**src/rtl/vga_timing_gen.sv**
```systemverilog
// VGA raster timing generator: free-running pixel/line counters with registered,
// mutually aligned sync, blanking, coordinate and start-pulse outputs.
module vga_timing_gen #(
  parameter int unsigned H_ACTIVE   = 640,
  parameter int unsigned H_FRONT    = 16,
  parameter int unsigned H_SYNC     = 96,
  parameter int unsigned H_BACK     = 48,
  parameter int unsigned V_ACTIVE   = 480,
  parameter int unsigned V_FRONT    = 10,
  parameter int unsigned V_SYNC     = 2,
  parameter int unsigned V_BACK     = 33,
  parameter bit          H_SYNC_POL = 1'b0,
  parameter bit          V_SYNC_POL = 1'b0,
  parameter int unsigned X_WIDTH    = 10,
  parameter int unsigned Y_WIDTH    = 10
) (
  input  logic               clk,
  input  logic               _reset,
  input  logic               pixEn,
  input  logic               restart,
  output logic               hSync,
  output logic               vSync,
  output logic               isVisible,
  output logic [X_WIDTH-1:0] x,
  output logic [Y_WIDTH-1:0] y,
  output logic               lineStart,
  output logic               frameStart,
  output logic               vBlank
);

  localparam int unsigned H_TOTAL = H_ACTIVE + H_FRONT + H_SYNC + H_BACK;
  localparam int unsigned V_TOTAL = V_ACTIVE + V_FRONT + V_SYNC + V_BACK;

  localparam longint unsigned X_RANGE = 64'd1 << X_WIDTH;
  localparam longint unsigned Y_RANGE = 64'd1 << Y_WIDTH;

  if (64'(H_TOTAL) > X_RANGE) begin : g_h_range_check
    $error("vga_timing_gen: H_TOTAL does not fit in X_WIDTH");
  end
  if (64'(V_TOTAL) > Y_RANGE) begin : g_v_range_check
    $error("vga_timing_gen: V_TOTAL does not fit in Y_WIDTH");
  end

  localparam logic [X_WIDTH-1:0] H_LAST = X_WIDTH'(H_TOTAL - 1);
  localparam logic [Y_WIDTH-1:0] V_LAST = Y_WIDTH'(V_TOTAL - 1);

  // Region bounds carry one extra bit so a boundary equal to 2^WIDTH stays exact.
  localparam logic [X_WIDTH:0] H_VIS_END  = (X_WIDTH+1)'(H_ACTIVE);
  localparam logic [X_WIDTH:0] H_SYNC_BEG = (X_WIDTH+1)'(H_ACTIVE + H_FRONT);
  localparam logic [X_WIDTH:0] H_SYNC_END = (X_WIDTH+1)'(H_ACTIVE + H_FRONT + H_SYNC);
  localparam logic [Y_WIDTH:0] V_VIS_END  = (Y_WIDTH+1)'(V_ACTIVE);
  localparam logic [Y_WIDTH:0] V_SYNC_BEG = (Y_WIDTH+1)'(V_ACTIVE + V_FRONT);
  localparam logic [Y_WIDTH:0] V_SYNC_END = (Y_WIDTH+1)'(V_ACTIVE + V_FRONT + V_SYNC);

  logic [X_WIDTH-1:0] h_count;
  logic [Y_WIDTH-1:0] v_count;
  logic [X_WIDTH-1:0] h_next;
  logic [Y_WIDTH-1:0] v_next;
  logic [X_WIDTH:0]   h_ext;
  logic [Y_WIDTH:0]   v_ext;
  logic               h_visible;
  logic               v_visible;
  logic               h_sync_act;
  logic               v_sync_act;
  logic               at_line_start;
  logic               at_frame_start;

  always_comb begin
    h_ext          = {1'b0, h_count};
    v_ext          = {1'b0, v_count};
    h_visible      = h_ext < H_VIS_END;
    v_visible      = v_ext < V_VIS_END;
    h_sync_act     = (h_ext >= H_SYNC_BEG) && (h_ext < H_SYNC_END);
    v_sync_act     = (v_ext >= V_SYNC_BEG) && (v_ext < V_SYNC_END);
    at_line_start  = h_count == '0;
    at_frame_start = at_line_start && (v_count == '0);

    h_next = h_count + X_WIDTH'(1);
    v_next = v_count;
    if (h_count == H_LAST) begin
      h_next = '0;
      v_next = (v_count == V_LAST) ? '0 : v_count + Y_WIDTH'(1);
    end
  end

  always_ff @(posedge clk or negedge _reset) begin
    if (!_reset) begin
      h_count    <= '0;
      v_count    <= '0;
      x          <= '0;
      y          <= '0;
      isVisible  <= 1'b0;
      lineStart  <= 1'b0;
      frameStart <= 1'b0;
      vBlank     <= 1'b0;
      hSync      <= ~H_SYNC_POL;
      vSync      <= ~V_SYNC_POL;
    end else if (restart) begin
      h_count    <= '0;
      v_count    <= '0;
      x          <= '0;
      y          <= '0;
      isVisible  <= 1'b0;
      lineStart  <= 1'b0;
      frameStart <= 1'b0;
      vBlank     <= 1'b0;
      hSync      <= ~H_SYNC_POL;
      vSync      <= ~V_SYNC_POL;
    end else begin
      // Start pulses drop on every clk edge, so they last one clk even when pixEn is sparse.
      lineStart  <= 1'b0;
      frameStart <= 1'b0;
      if (pixEn) begin
        h_count    <= h_next;
        v_count    <= v_next;
        x          <= h_count;
        y          <= v_count;
        isVisible  <= h_visible && v_visible;
        vBlank     <= !v_visible;
        hSync      <= h_sync_act ? H_SYNC_POL : ~H_SYNC_POL;
        vSync      <= v_sync_act ? V_SYNC_POL : ~V_SYNC_POL;
        lineStart  <= at_line_start;
        frameStart <= at_frame_start;
      end
    end
  end

endmodule

```
**config.mk**
```make
export PLATFORM = sky130hd
export DESIGN_NAME = vga_timing_gen
export DESIGN_NICKNAME = d
export VERILOG_FILES = /design/src/rtl/vga_timing_gen.sv
export SDC_FILE = /design/constraint.sdc
export NUM_CORES = 1
export LEC_CHECK = 0
export CORE_MARGIN = 8
export CORE_UTILIZATION = 55
export CTS_BUF_LIST = sky130_fd_sc_hd__clkbuf_16
export DETAILED_ROUTE_END_ITERATION = 8
export PLACE_DENSITY = 0.8
export SLEW_MARGIN = 20
export SYNTH_ARGS = -nofsm -noshare
export SYNTH_HDL_FRONTEND = slang
export SYNTH_SLANG_ARGS = --single-unit
```
**constraint.sdc**
```tcl
create_clock -name clk -period 4.7 [get_ports clk]
set_input_delay 0.94 -clock clk [delete_from_list [all_inputs] [get_ports clk]]
set_output_delay 0.94 -clock clk [all_outputs]
set_load 0.05 [all_outputs]
```
; Word-level counts from Yosys, hierarchy flattened
; Index checks and enable logic that the tools add are counted.
[totals]
ff_bits = 46
in_bits = 4
[op_classes]
n_eq_ne = 2
order_cmp = 6
reduce_logical = 10
mux = 25
addsub = 2
[op_table]
columns = cell, count
row1 = two-way mux 10 bit, 11
row2 = "adder 10 x 1 -> 10 bit, second input constant", 2
row3 = "== test 10 bit, second input constant", 2
row4 = zero test 10 bit, 2
row5 = "< comparator 10 bit, second input constant", 2
row6 = "< comparator 10 x 9 -> 1 bit, second input constant", 2
row7 = two-way mux 1 bit, 14
row8 = ">= comparator 10 bit, second input constant", 1
row9 = ">= comparator 10 x 9 -> 1 bit, second input constant", 1
row10 = logical AND 1 bit, 4
row11 = nonzero test 2 bit, 2
row12 = AND reduction 2 bit, 1
row13 = zero test 1 bit, 1

; Longest topological paths before layout
[logic_depth]
depth_word = 5
depth_mapped = 7
mapped_depth_nobuf = 6

; Worst setup path after synthesis
; No wires, ideal clock.
[synth_path]
path_kind = input port to flip-flop
start = input port pixEn
end = register v_count[3]
setup_ns = 0.131
setup_slack_ns = 2.632
required_time_ns = 4.569
t_arrival_ns = 1.937
path_stages = 5
path_cell_list = clkbuf_1 inv_1 o41a_1 a32oi_1 o31ai_1
[synth_via]
elab_chain_len = 2
[synth_lines]
columns = item, line
row1 = "start, declared", 19  ; input logic pixEn,
row2 = nonzero test 2 bit (no line), -
row3 = AND reduction 2 bit (no line), -
row4 = "end signal, assigned", 115  ; v_count <= v_next;
row5 = "end, declared", 56  ; logic [Y_WIDTH-1:0] v_count;
; Every way passes these cells.
; A chain may end at the register's enable or synchronous reset.

; Worst setup path in the final report
; Same ends and word-level chain as after synthesis.

==> summary.md <==
| Metric | Value |
|---|---|
| Syn-to-layout area delta | 18.2% |
| Status | complete, no violations |
| Pre-CTS setup slack | around 1.5 ns |
| Post-synth EDFFs | 0 |
| Post-CTS setup repair buffer count | 0 |
| Die Area | about 0.0065 mm² |
| Layout Skew | between 0.005 and 0.006 ns |
| CTS Buffer Depth | 2 |
| Fin. max-slew vios | 0 |
| Clock root buffer | clkbuf_16 |
| DP Wirelength | between 3000 and 4000 µm |
| Lkg Pwr | roughly 1.2 nW |
| Crit path capture type | flop |
| Total number of vias | ~1,800 |
| Hold path endpoint | y[2]$_DFFE_PN0P_ |
| Initial antenna violation count | 0 |
| Worst skew pair latency | around 0.28 ns |
| Setup TNS | 0 ns |
| Number of DRC markers in iteration 0 | about 140 |
| DIE HEIGHT | just over 80 µm |
| DRT Pass-1 Iters | 4 |
| Die X | ~81 µm |
| Ys async rst share | 100% |
| Worst-case reg-to-reg path depth | 5 |
| Crit path DAT | 3.14 ns |
| Prevailing post-synth register cell | dfrtp_1 |
| Finish-stage setup viols | 0 |
| Final antenna-violating net count | 0 |
| # H-tree levels | 2 |
| Kind of critical path | input port to flop |
| Cell taking the most area after synthesis | dfrtp_1 |
| Max_cap viols | 0 |
| Commonest cells after routing, fill and taps aside | dfrtp_1, nor2_1, clkdlybuf4s50_1 |
| Clock Pin Slew Worst Setup and Hold Paths | 0.06 ns |
| DRT Wirelength | 4840 µm |
| Clock Sinks | 46 |
| Worst reg2reg path startpoint | h_count[1]$_DFFE_PN0P_ |
| Slew HR | between 50 and 60% |
| Cell variety after synth | 40 |
| Mapped Nets | 240 |
| Top cells by area, synth | dfrtp_1, mux2i_1, nor2_1 |
| Starting Density | 57.2% |
| Nets | between 200 and 300 |
| CTS Buf Count | 5 |
| Critical R2R Capture | v_count[3]$_DFFE_PN0P_ |
| FP Rows | 23 |
| Final Wtd Congestion | 0.865 |
| # port buffers | 29 |
| Commonest non-fill, non-tap cell in the layout | dfrtp_1 |
| Residual DRC count | 0 |
| Syn Area/Cell | ~9.9 µm² |
| Synth warn | 0 |
| Minimum clock period | 2.95 ns |
| Crit-path max FO | 15 |
| Fmax | about 340 MHz |
| Post-synthesis sequential area ratio | 50.0% |
| Post-CTS Resized | 0 |
| TritonCTS clock tree | built |
| Cell Area, Synth | approximately 0.0023 mm² |
| First-pass GRT wire length | ~8100 µm |
| Setup repair after global routing missed its margin | false |
| Hold/Removal Path Class | flop to flop |
| Critical path required time | a little under 5 ns |
| Area of the core | between 0.004 and 0.005 mm² |
| Layout cells sized above 1 | under 10% |
| Maximum vdd drop | 0.225 mV |
| R2r setup slk | ~2.7 ns |
| Hold path depth | 2 |
| Pwr dens | 288 mW/mm² |
| Placed insts | around 300 |
| Top-area cell type share of the netlist area | 47.7% |
| Routed WL per cell | between 15 and 20 µm |
| Total track usage | about 16% |
| Mapped Cells | roughly 230 |
| Register bit total from synthesis | 46 |
| CP Launch Type | input port |
| Largest net degree at the start of global routing | between 40 and 50 |
| Diode count | 0 |
| Final worst slack | 1.75 ns |
| Vias in the first global route | ~1,700 |
| Count of final hold-check violations | 0 |
| Slew @ Worst Pin | 0.673 ns |
| Finished Layout Cells | 305 |
| Hold_sp | y[2]$_DFFE_PN0P_ |
| Final cycle utilization of the critical path | between 60% and 70% |
| # hold bufs at CTS | 0 |
| IO Count | 30 |
| Total grt overflow | 0 |
| Routed vias/inst | 5.81 |
-- critical path, cell delays in order --
cell and delay [ns]:
clkdlybuf4s50_1 0.85, nand2b_1 0.23, nor4_4 0.68, nand2_1 0.16, o31ai_1 0.26
-- routing by layer --
layer,vias to the layer above,part of all wire (%),track usage [%]
met5,-,0,0
met4,0,1.5,6.43
met3,7,5.9,3.75
met2,55,47,25.8
met1,850,45,20.1
li1,860,-,-
-- worst max path at each step --
stage | start | to
2_1_floorplan | pixEn | v_count[3]$_DFFE_PN0P_
3_3_place_gp | pixEn | v_count[3]$_DFFE_PN0P_
3_5_place_dp | pixEn | v_count[3]$_DFFE_PN0P_
4_1_cts | pixEn | v_count[3]$_DFFE_PN0P_
5_1_grt | pixEn | v_count[4]$_DFFE_PN0P_
6_report | pixEn | v_count[3]$_DFFE_PN0P_
-- per-stage QoR --
step / power, W / utilization, % / area [µm²] / hold slack [ns]
after CTS: 0.000790 / 67.6 / 2720 / 0.525
final: 0.000784 / 67.6 / 2730 / 0.518
after global placement: 0.000464 / 64.2 / 2580 / 0.500
after detailed placement: 0.000464 / 64.2 / 2580 / 0.509
after floorplan: 0.000444 / - / 2310 / 0.505
after global routing: 0.000812 / 67.6 / 2730 / 0.553
-- sequential cells by signal (all words and copies together), names as in the netlist --
register,flops
y,10
hSync,1
x,10
lineStart,1
vSync,1
v_count,10
vBlank,1
frameStart,1
isVisible,1
h_count,10
-- Yosys cell counts, types with 3 or more instances --
master	n
ha_1	4
xnor2_1	6
clkbuf_1	6
buf_1	3
dfrtp_1	44
nor2_1	34
nor4_1	3
nand3_1	17
or3_1	4
inv_1	10
buf_2	4
a31oi_1	10
and3_1	5
a21oi_1	6
o21ai_0	8
nand2_1	12
and4_1	3
mux2i_1	20
nor3_1	8
-- logic make-up after synthesis --
kind of cell               synth area share, %
and+or+nand+nor                           21.9
muxes                                     8.68
DFF                                       50.0
buffers and inverters                     5.26
xor gates and xnor gates                  2.66
adders and majority gates                 2.17
AOI/OAI and AO/OA                         9.28
-- report_power, final --
| part | switching (W) | total, W | internal (W) |
|---|---|---|---|
| combinational | 0.0000381 | 0.0000543 | 0.0000162 |
| clock | 0.000135 | 0.000327 | 0.000192 |
| sequential | 0.00000307 | 0.000403 | 0.000400 |
| total | 0.000176 | 0.000784 | 0.000608 |
-- area by class of cell --
type,count,area [µm²]
Clock inverter,3,12.5
Timing Repair Buffer,31,303
Fill cell,325,1300
Sequential cell,46,1150
Clock buffer,5,125
Tap cell,50,62.6
Inverter,10,37.5
Multi-Input combinational cell,160,1030
Power figures use the tool's default switching activity.
